$ cat config.mk
export PLATFORM = sky130hd
export DESIGN_NAME = level_sequencer
export DESIGN_NICKNAME = d
export VERILOG_FILES = /design/src/rtl/level_pkg.sv /design/src/rtl/frame_timer.sv /design/src/rtl/level_sequencer.sv
export SDC_FILE = /design/constraint.sdc
export NUM_CORES = 1
export LEC_CHECK = 0
export BUFFER_PORTS_ARGS = -buffer_cell sky130_fd_sc_hd__buf_2
export CAP_MARGIN = 10
export CORE_ASPECT_RATIO = 0.8
export CORE_MARGIN = 4
export CORE_UTILIZATION = 45
export DETAILED_ROUTE_END_ITERATION = 10
export HOLD_SLACK_MARGIN = 0.08
export PLACE_DENSITY_LB_ADDON = 0.08
export SYNTH_ARGS = -nofsm -noshare
export SYNTH_HDL_FRONTEND = slang
export SYNTH_SLANG_ARGS = --single-unit
$ cat constraint.sdc
create_clock -name clk -period 4 [get_ports clk]
set_input_delay 0.4 -clock clk [delete_from_list [all_inputs] [get_ports clk]]
set_output_delay 0.4 -clock clk [all_outputs]
set_load 0.05 [all_outputs]
$ cat src/rtl/level_pkg.sv
// -----------------------------------------------------------------------------
// level_pkg
// Shared definitions for the level sequencer and the bitmap mux.
//   state_t         : sequencer FSM states
//   LEVEL_*         : levelCode values that select the background bitmap
//   level_code_of() : maps an FSM state to the levelCode it displays
// -----------------------------------------------------------------------------
package level_pkg;

    typedef enum logic [2:0] {
        S_IDLE,
        S_PLAY_L1,
        S_TRANS,
        S_PLAY_L2,
        S_WIN,
        S_LOST
    } state_t;

    localparam logic [1:0] LEVEL_ONE   = 2'b00;
    localparam logic [1:0] LEVEL_TWO   = 2'b01;
    localparam logic [1:0] LEVEL_TRANS = 2'b10;
    localparam logic [1:0] LEVEL_END   = 2'b11;

    function automatic logic [1:0] level_code_of(input state_t s);
        logic [1:0] code;
        case (s)
            S_TRANS:      code = LEVEL_TRANS;
            S_PLAY_L2:    code = LEVEL_TWO;
            S_WIN,
            S_LOST:       code = LEVEL_END;
            default:      code = LEVEL_ONE;   // IDLE and PLAY_L1
        endcase
        return code;
    endfunction

endpackage

$ cat src/rtl/frame_timer.sv
// -----------------------------------------------------------------------------
// frame_timer
// Counts startOfFrame pulses up to a terminal count and flags the pulse that
// reaches it. The count saturates at the terminal value and never wraps.
// Ports:
//   clk               : system clock
//   resetN            : asynchronous active-low reset (count -> 0)
//   clear_i           : synchronous clear, dominates counting
//   startOfFrame_i    : one-cycle pulse per video frame
//   terminalCount_i   : count value at which done_o fires
//   done_o            : high in the cycle whose frame pulse reaches terminal
// -----------------------------------------------------------------------------
module frame_timer #(
    parameter int unsigned WIDTH = 7
) (
    input  logic             clk,
    input  logic             resetN,
    input  logic             clear_i,
    input  logic             startOfFrame_i,
    input  logic [WIDTH-1:0] terminalCount_i,
    output logic             done_o
);

    logic [WIDTH-1:0] count_q;
    logic [WIDTH-1:0] count_d;
    logic             at_terminal;

    assign at_terminal = (count_q == terminalCount_i);

    always_comb begin
        // NOTE: assign every always_comb output a default first so no path leaves it unassigned (latch).
        count_d = count_q;
        if (clear_i) begin
            count_d = '0;
        end else if (startOfFrame_i && !at_terminal) begin
            count_d = count_q + WIDTH'(1);
        end
    end

    // count_q + 1 cannot overflow here because count_q < terminalCount_i.
    assign done_o = !clear_i && startOfFrame_i && !at_terminal &&
                    ((count_q + WIDTH'(1)) == terminalCount_i);

    always_ff @(posedge clk or negedge resetN) begin
        if (!resetN) begin
            count_q <= '0;
        end else begin
            // NOTE: sequential state uses non-blocking (<=) so all flops update together at the edge.
            count_q <= count_d;
        end
    end

endmodule

$ cat src/rtl/level_sequencer.sv
// -----------------------------------------------------------------------------
// level_sequencer
// Game flow controller: IDLE -> PLAY_L1 -> TRANS -> PLAY_L2 -> WIN, with LOST
// reachable from either play level once the last life is used.
// Inputs are level signals; each is edge detected so a held key counts once.
// The detected edges are registered, and the FSM plus all outputs are
// registered one clock later.
// Ports:
//   clk, resetN       : clock, asynchronous active-low reset
//   startOfFrame      : one-cycle pulse per video frame (counted in TRANS)
//   startKey          : start / restart key (level)
//   levelComplete     : goal reached (level)
//   playerDied        : hazard hit (level)
//   skipKey           : acts as levelComplete in play (LEVEL_SKIP_EN only)
//   levelCode         : bitmap select (see level_pkg LEVEL_* constants)
//   livesLeft         : remaining lives
//   levelLoadReq      : one-cycle pulse requesting object re-initialisation
//   transitionActive  : high in TRANS
//   gameWon, gameOver : high in WIN / LOST
// Build option: define LEVEL_SKIP_EN to add the skipKey input.
// -----------------------------------------------------------------------------
module level_sequencer
    import level_pkg::*;
#(
    parameter int unsigned TRANSITION_FRAMES = 120,
    parameter int unsigned INIT_LIVES        = 3
) (
    input  logic       clk,
    input  logic       resetN,
    input  logic       startOfFrame,
    input  logic       startKey,
    input  logic       levelComplete,
    input  logic       playerDied,
`ifdef LEVEL_SKIP_EN
    input  logic       skipKey,
`endif
    output logic [1:0] levelCode,
    output logic [1:0] livesLeft,
    output logic       levelLoadReq,
    output logic       transitionActive,
    output logic       gameWon,
    output logic       gameOver
);

    localparam int unsigned     CNT_W      = $clog2(TRANSITION_FRAMES + 1);
    localparam logic [CNT_W-1:0] TERM_CNT  = CNT_W'(TRANSITION_FRAMES);
    localparam logic [1:0]      LIVES_INIT = 2'(INIT_LIVES);

    // Edge detection. Bit order: 0 start, 1 complete, 2 died, 3 skip.
`ifdef LEVEL_SKIP_EN
    localparam int unsigned NUM_IN = 4;
    logic [NUM_IN-1:0] raw_in;
    assign raw_in = {skipKey, playerDied, levelComplete, startKey};
`else
    localparam int unsigned NUM_IN = 3;
    logic [NUM_IN-1:0] raw_in;
    assign raw_in = {playerDied, levelComplete, startKey};
`endif

    logic [NUM_IN-1:0] hist_q;
    logic [NUM_IN-1:0] ev_q;

    always_ff @(posedge clk or negedge resetN) begin
        if (!resetN) begin
            hist_q <= '0;
            ev_q   <= '0;
        end else begin
            hist_q <= raw_in;
            ev_q   <= raw_in & ~hist_q;
        end
    end

    logic start_ev;
    logic complete_ev;
    logic died_ev;

    assign start_ev = ev_q[0];
    assign died_ev  = ev_q[2];
`ifdef LEVEL_SKIP_EN
    // complete_ev is only acted on in the play states, so OR-ing skip in here
    // gives skip exactly the levelComplete behaviour.
    assign complete_ev = ev_q[1] | ev_q[3];
`else
    assign complete_ev = ev_q[1];
`endif

    // FSM and registered outputs.
    state_t     state_q, state_d;
    logic [1:0] lives_q, lives_d;
    logic       load_q,  load_d;
    logic [1:0] code_q,  code_d;
    logic       trans_q, trans_d;
    logic       won_q,   won_d;
    logic       over_q,  over_d;
    logic       frame_done;

    // The counter is held clear outside TRANS, so it always starts from zero
    // when the level-one goal is reached.
    frame_timer #(
        .WIDTH (CNT_W)
    ) u_frame_timer (
        .clk             (clk),
        .resetN          (resetN),
        .clear_i         (state_q != S_TRANS),
        .startOfFrame_i  (startOfFrame),
        .terminalCount_i (TERM_CNT),
        .done_o          (frame_done)
    );

    // State register (also holds the registered outputs).
    always_ff @(posedge clk or negedge resetN) begin
        if (!resetN) begin
            state_q <= S_IDLE;
            lives_q <= LIVES_INIT;
            load_q  <= 1'b0;
            code_q  <= LEVEL_ONE;
            trans_q <= 1'b0;
            won_q   <= 1'b0;
            over_q  <= 1'b0;
        end else begin
            state_q <= state_d;
            lives_q <= lives_d;
            load_q  <= load_d;
            code_q  <= code_d;
            trans_q <= trans_d;
            won_q   <= won_d;
            over_q  <= over_d;
        end
    end

    // Next-state logic.
    always_comb begin
        state_d = state_q;
        lives_d = lives_q;
        load_d  = 1'b0;
        case (state_q)
            S_IDLE: begin
                if (start_ev) begin
                    state_d = S_PLAY_L1;
                    load_d  = 1'b1;
                end
            end
            S_PLAY_L1, S_PLAY_L2: begin
                // Goal beats death when both arrive together; lives untouched.
                if (complete_ev) begin
                    state_d = (state_q == S_PLAY_L1) ? S_TRANS : S_WIN;
                end else if (died_ev) begin
                    if (lives_q > 2'd1) begin
                        lives_d = lives_q - 2'd1;
                        load_d  = 1'b1;
                    end else begin
                        lives_d = 2'd0;
                        state_d = S_LOST;
                    end
                end
            end
            S_TRANS: begin
                if (frame_done) begin
                    state_d = S_PLAY_L2;
                    load_d  = 1'b1;
                end
            end
            S_WIN, S_LOST: begin
                if (start_ev) begin
                    state_d = S_IDLE;
                    lives_d = LIVES_INIT;
                end
            end
            default: begin
                state_d = S_IDLE;
            end
        endcase
    end

    // Output logic, computed from the next state so outputs and state
    // register on the same edge.
    always_comb begin
        code_d  = level_code_of(state_d);
        trans_d = (state_d == S_TRANS);
        won_d   = (state_d == S_WIN);
        over_d  = (state_d == S_LOST);
    end

    assign levelCode        = code_q;
    assign livesLeft        = lives_q;
    assign levelLoadReq     = load_q;
    assign transitionActive = trans_q;
    assign gameWon          = won_q;
    assign gameOver         = over_q;

endmodule

==> impl_metrics.json <==
{
  "outcome": "finished, final reports clean",
  "regToRegSetupSlack_ns": 2.05,
  "fin_crit_ns": 1.948,
  "cts_tree": "built",
  "nFillCells": 238,
  "clock_path_buffers": 2,
  "period_share_pct": 48.70,
  "critPathBufInv": 1,
  "grt_pass1_wl_um": 3367,
  "vias_per_cell": 5.067,
  "synth.distinct_cells": 33,
  "io_buffers": 13,
  "hp-class": "in2reg",
  "totalWireLength_um": 2010,
  "synth_nets": 122,
  "antenna_left": 0,
  "min_from": "levelComplete",
  "synth_top_family_by_area": "simple AND/OR/NAND/NOR gates",
  "cp-end-kind": "register",
  "maxCapViolations": 0,
  "grt.busiest_layer": "met2",
  "reg2reg_to": "levelCode[1]$_DFF_PN0_",
  "dr.pass1.iters": 4,
  "grtUsageMet2_pct": 20.54,
  "sequential_cell_area_um2": 603.1,
  "avgSynthCellArea_um2": 10.36,
  "die_area_um2": 3488,
  "arrival_ns": 2.15,
  "critPathMaxFanout": 9,
  "synth_xor_xnor_area_share_pct": 3.739,
  "slowest_stage": "dfrtp_1",
  "multi_input_area_um2": 510.5,
  "yosys-top-cells-count": "dfrtp_1 (22), nor2_1 (12), nand2_1 (10), inv_1 (7), nand3_1 (6)",
  "synth_fa_ha_area_share_pct": 3.205,
  "cp-startpoint": "u_frame_timer.count_q[1]$_DFFE_PN0P_",
  "dp_cells": 159,
  "synthMuxAreaShare_pct": 3.419,
  "cts_sinks": 24,
  "worst_r2r_startpoint": "u_frame_timer.count_q[1]$_DFFE_PN0P_",
  "drc": 0,
  "synth_seq_cells": 24,
  "cts_max_level": 1,
  "slew_viol_final": 0,
  "async_reset_ff_share_pct": 100.0,
  "core_um2": 2462,
  "synth_cells": 113,
  "skew_ns": 0.005325,
  "worst_pin_slew_ns": 0.5184,
  "antennaDiodeCount": 0,
  "slowest_delay_ns": 0.49,
  "track_usage_pct": 12.89,
  "synth_top_area_share_pct": 47.01,
  "clock.fmax_mhz": 513.4,
  "wl_per_cell_um": 12.26,
  "synthSimpleGateAreaFrac_pct": 21.05,
  "yosysTopAreaCell": "dfrtp_1",
  "cp-endpoint": "levelCode[1]$_DFF_PN0_",
  "ir_drop_mv": 0.3090,
  "ys_seq_area_share_pct": 51.50,
  "cellPowerDensity_nw_per_um2": 611.2,
  "setup_viol": 0,
  "critPathTopFamily": "compound AO/OA/AOI/OAI gates",
  "ioPinCount": 14,
  "initial_core_util_pct": 47.56,
  "finalWeightedCongestion": 0.8843,
  "path_clk_slew_ns": 0.13,
  "cp.depth": 7,
  "clock_latency_ns": 0.31,
  "use_met3_pct": 4.384,
  "rr_worst_depth": 7,
  "die_w_um": 65.04,
  "vias": 831,
  "grt_max_degree": 25,
  "critPathKind": "reg2reg",
  "tns_ns": 0,
  "cts-root-buf": "clkbuf_4",
  "yosysWarningCount": 0,
  "layout-drive-gt1-share_pct": 20.31,
  "cts_inserted_buffers": 3,
  "synth_edf_count": 0,
  "synth.most_common_cell": "dfrtp_1",
  "dr.first_iter.drc_count": 21,
  "antenna_found_initial": 0,
  "start_kind": "register",
  "synth_compound_gate_area_share_pct": 12.18,
  "area_delta_synth_final_pct": 12.50,
  "fp.dieH_um": 53.63,
  "cp.required_ns": 4.20,
  "hold_violations": 0,
  "leakage_uw": 0.0006017,
  "postCtsSetupRepairBufs": 0,
  "row_count": 16,
  "grt_pass1_vias": 764,
  "rsz0062_at_grt": "no",
  "slew_headroom_pct": 65.44,
  "synthTopCellsByArea": "dfrtp_1 (47%), dfstp_2 (4.5%), nor2_1 (3.8%)",
  "gr-usage-met1_pct": 17.15,
  "dp_hpwl_um": 1480,
  "synth_top_flop_cell": "dfrtp_1",
  "synth_area_um2": 1171,
  "path_cells": "ha_1 > nand3_1 > xor2_1 > a2111o_1 > o21a_2 > clkinv_2 > o21ai_2",
  "stdcell_count": 164,
  "num-nets-final": 138,
  "grt-ovfl-total": 0
}
==> per-stage QoR <==
stage               hold WS [ns]  setup slack [ns]  power [µW]  util (%)  area [µm²]
finish                    0.1931             2.052       805.2     53.51        1318
global route              0.1749             1.907       850.8     53.51        1318
CTS                       0.1785             2.049       816.6     53.51        1318
detailed placement        0.3864             2.066       639.7     50.97        1255
global placement          0.3845             2.145       635.7     50.97        1255
floorplan                 0.1044             2.232       568.4         -        1171
==> how the worst min path moves through the flow <==
stage | endpoint | slack [ns] | cells after the start
4_1_cts | hist_q[1]$_DFF_PN0_ | 0.18 | 1
2_1_floorplan | ev_q[0]$_DFF_PN0_ | 0.10 | 0
3_3_place_gp | ev_q[0]$_DFF_PN0_ | 0.38 | 1
3_5_place_dp | ev_q[1]$_DFF_PN0_ | 0.39 | 1
5_1_grt | hist_q[0]$_DFF_PN0_ | 0.17 | 1
6_report | hist_q[1]$_DFF_PN0_ | 0.19 | 1
==> logic make-up (layout without fill, tap and decap cells) <==
family          count (synthesis)  after routing
flops                          24             24
mux                             4              4
compound gates                 20             20
buf+inv                        11             26
simple gates                   46             46
xor+xnor                        5              5
fa+ha+maj                       3              3
==> registers in the layout, indices dropped and copies added (netlist names) <==
register and flops:
levelLoadReq 1, levelCode 2, u_frame_timer.count_q 7, ev_q 3, gameOver 1, livesLeft 2
gameWon 1, transitionActive 1, state_q 3, hist_q 3
==> per-layer routing <==
| layer | wire [µm] | up-vias |
|---|---|---|
| met5 | 0 | - |
| met4 | 7 | 0 |
| met3 | 85 | 2 |
| met2 | 855 | 14 |
| met1 | 1062 | 395 |
| li1 | - | 420 |
==> cells in the final DEF, fill, tap and decap left out, drive strengths merged, types with 2 or more instances in the layout <==
| master | instances |
|---|---|
| inv | 7 |
| dfrtp | 22 |
| xor2 | 3 |
| buf | 13 |
| xnor2 | 2 |
| nand4 | 5 |
| a21oi | 3 |
| o21ai | 8 |
| nor2b | 5 |
| clkbuf | 3 |
| mux2i | 4 |
| nand2 | 10 |
| ha | 3 |
| nor2 | 12 |
| dfstp | 2 |
| or3 | 2 |
| nand2b | 2 |
| nand3 | 6 |
==> where the power goes <==
part	internal (µW)	total [µW]	switching (µW)
Clock	101	172	70.7
Combinational	81.7	290	209
Sequential	298	343	45.0
Total	481	805	324
==> final cells by class <==
cell class	instances	area share [%]
Multi-Input combinational cell	78	38.75
Tap cell	36	3.419
Timing Repair Buffer	14	5.698
Clock inverter	1	2.279
Clock buffer	3	1.709
Inverter	8	2.374
Sequential cell	24	45.77
==> what timing repair did <==
item,in CTS,in global routing
hold endpoints to repair,22,0
hold buffers,1,0
resized for setup,0,0
==> worst reg2reg max path: stages, from the launching register on <==
cell      delay [ns]
dfrtp_1         0.49
ha_1            0.32
nand3_1         0.12
xor2_1          0.16
a2111o_1        0.37
o21a_2          0.25
clkinv_2        0.08
o21ai_2         0.05
Note: power is estimated with default switching activity, not from simulation.
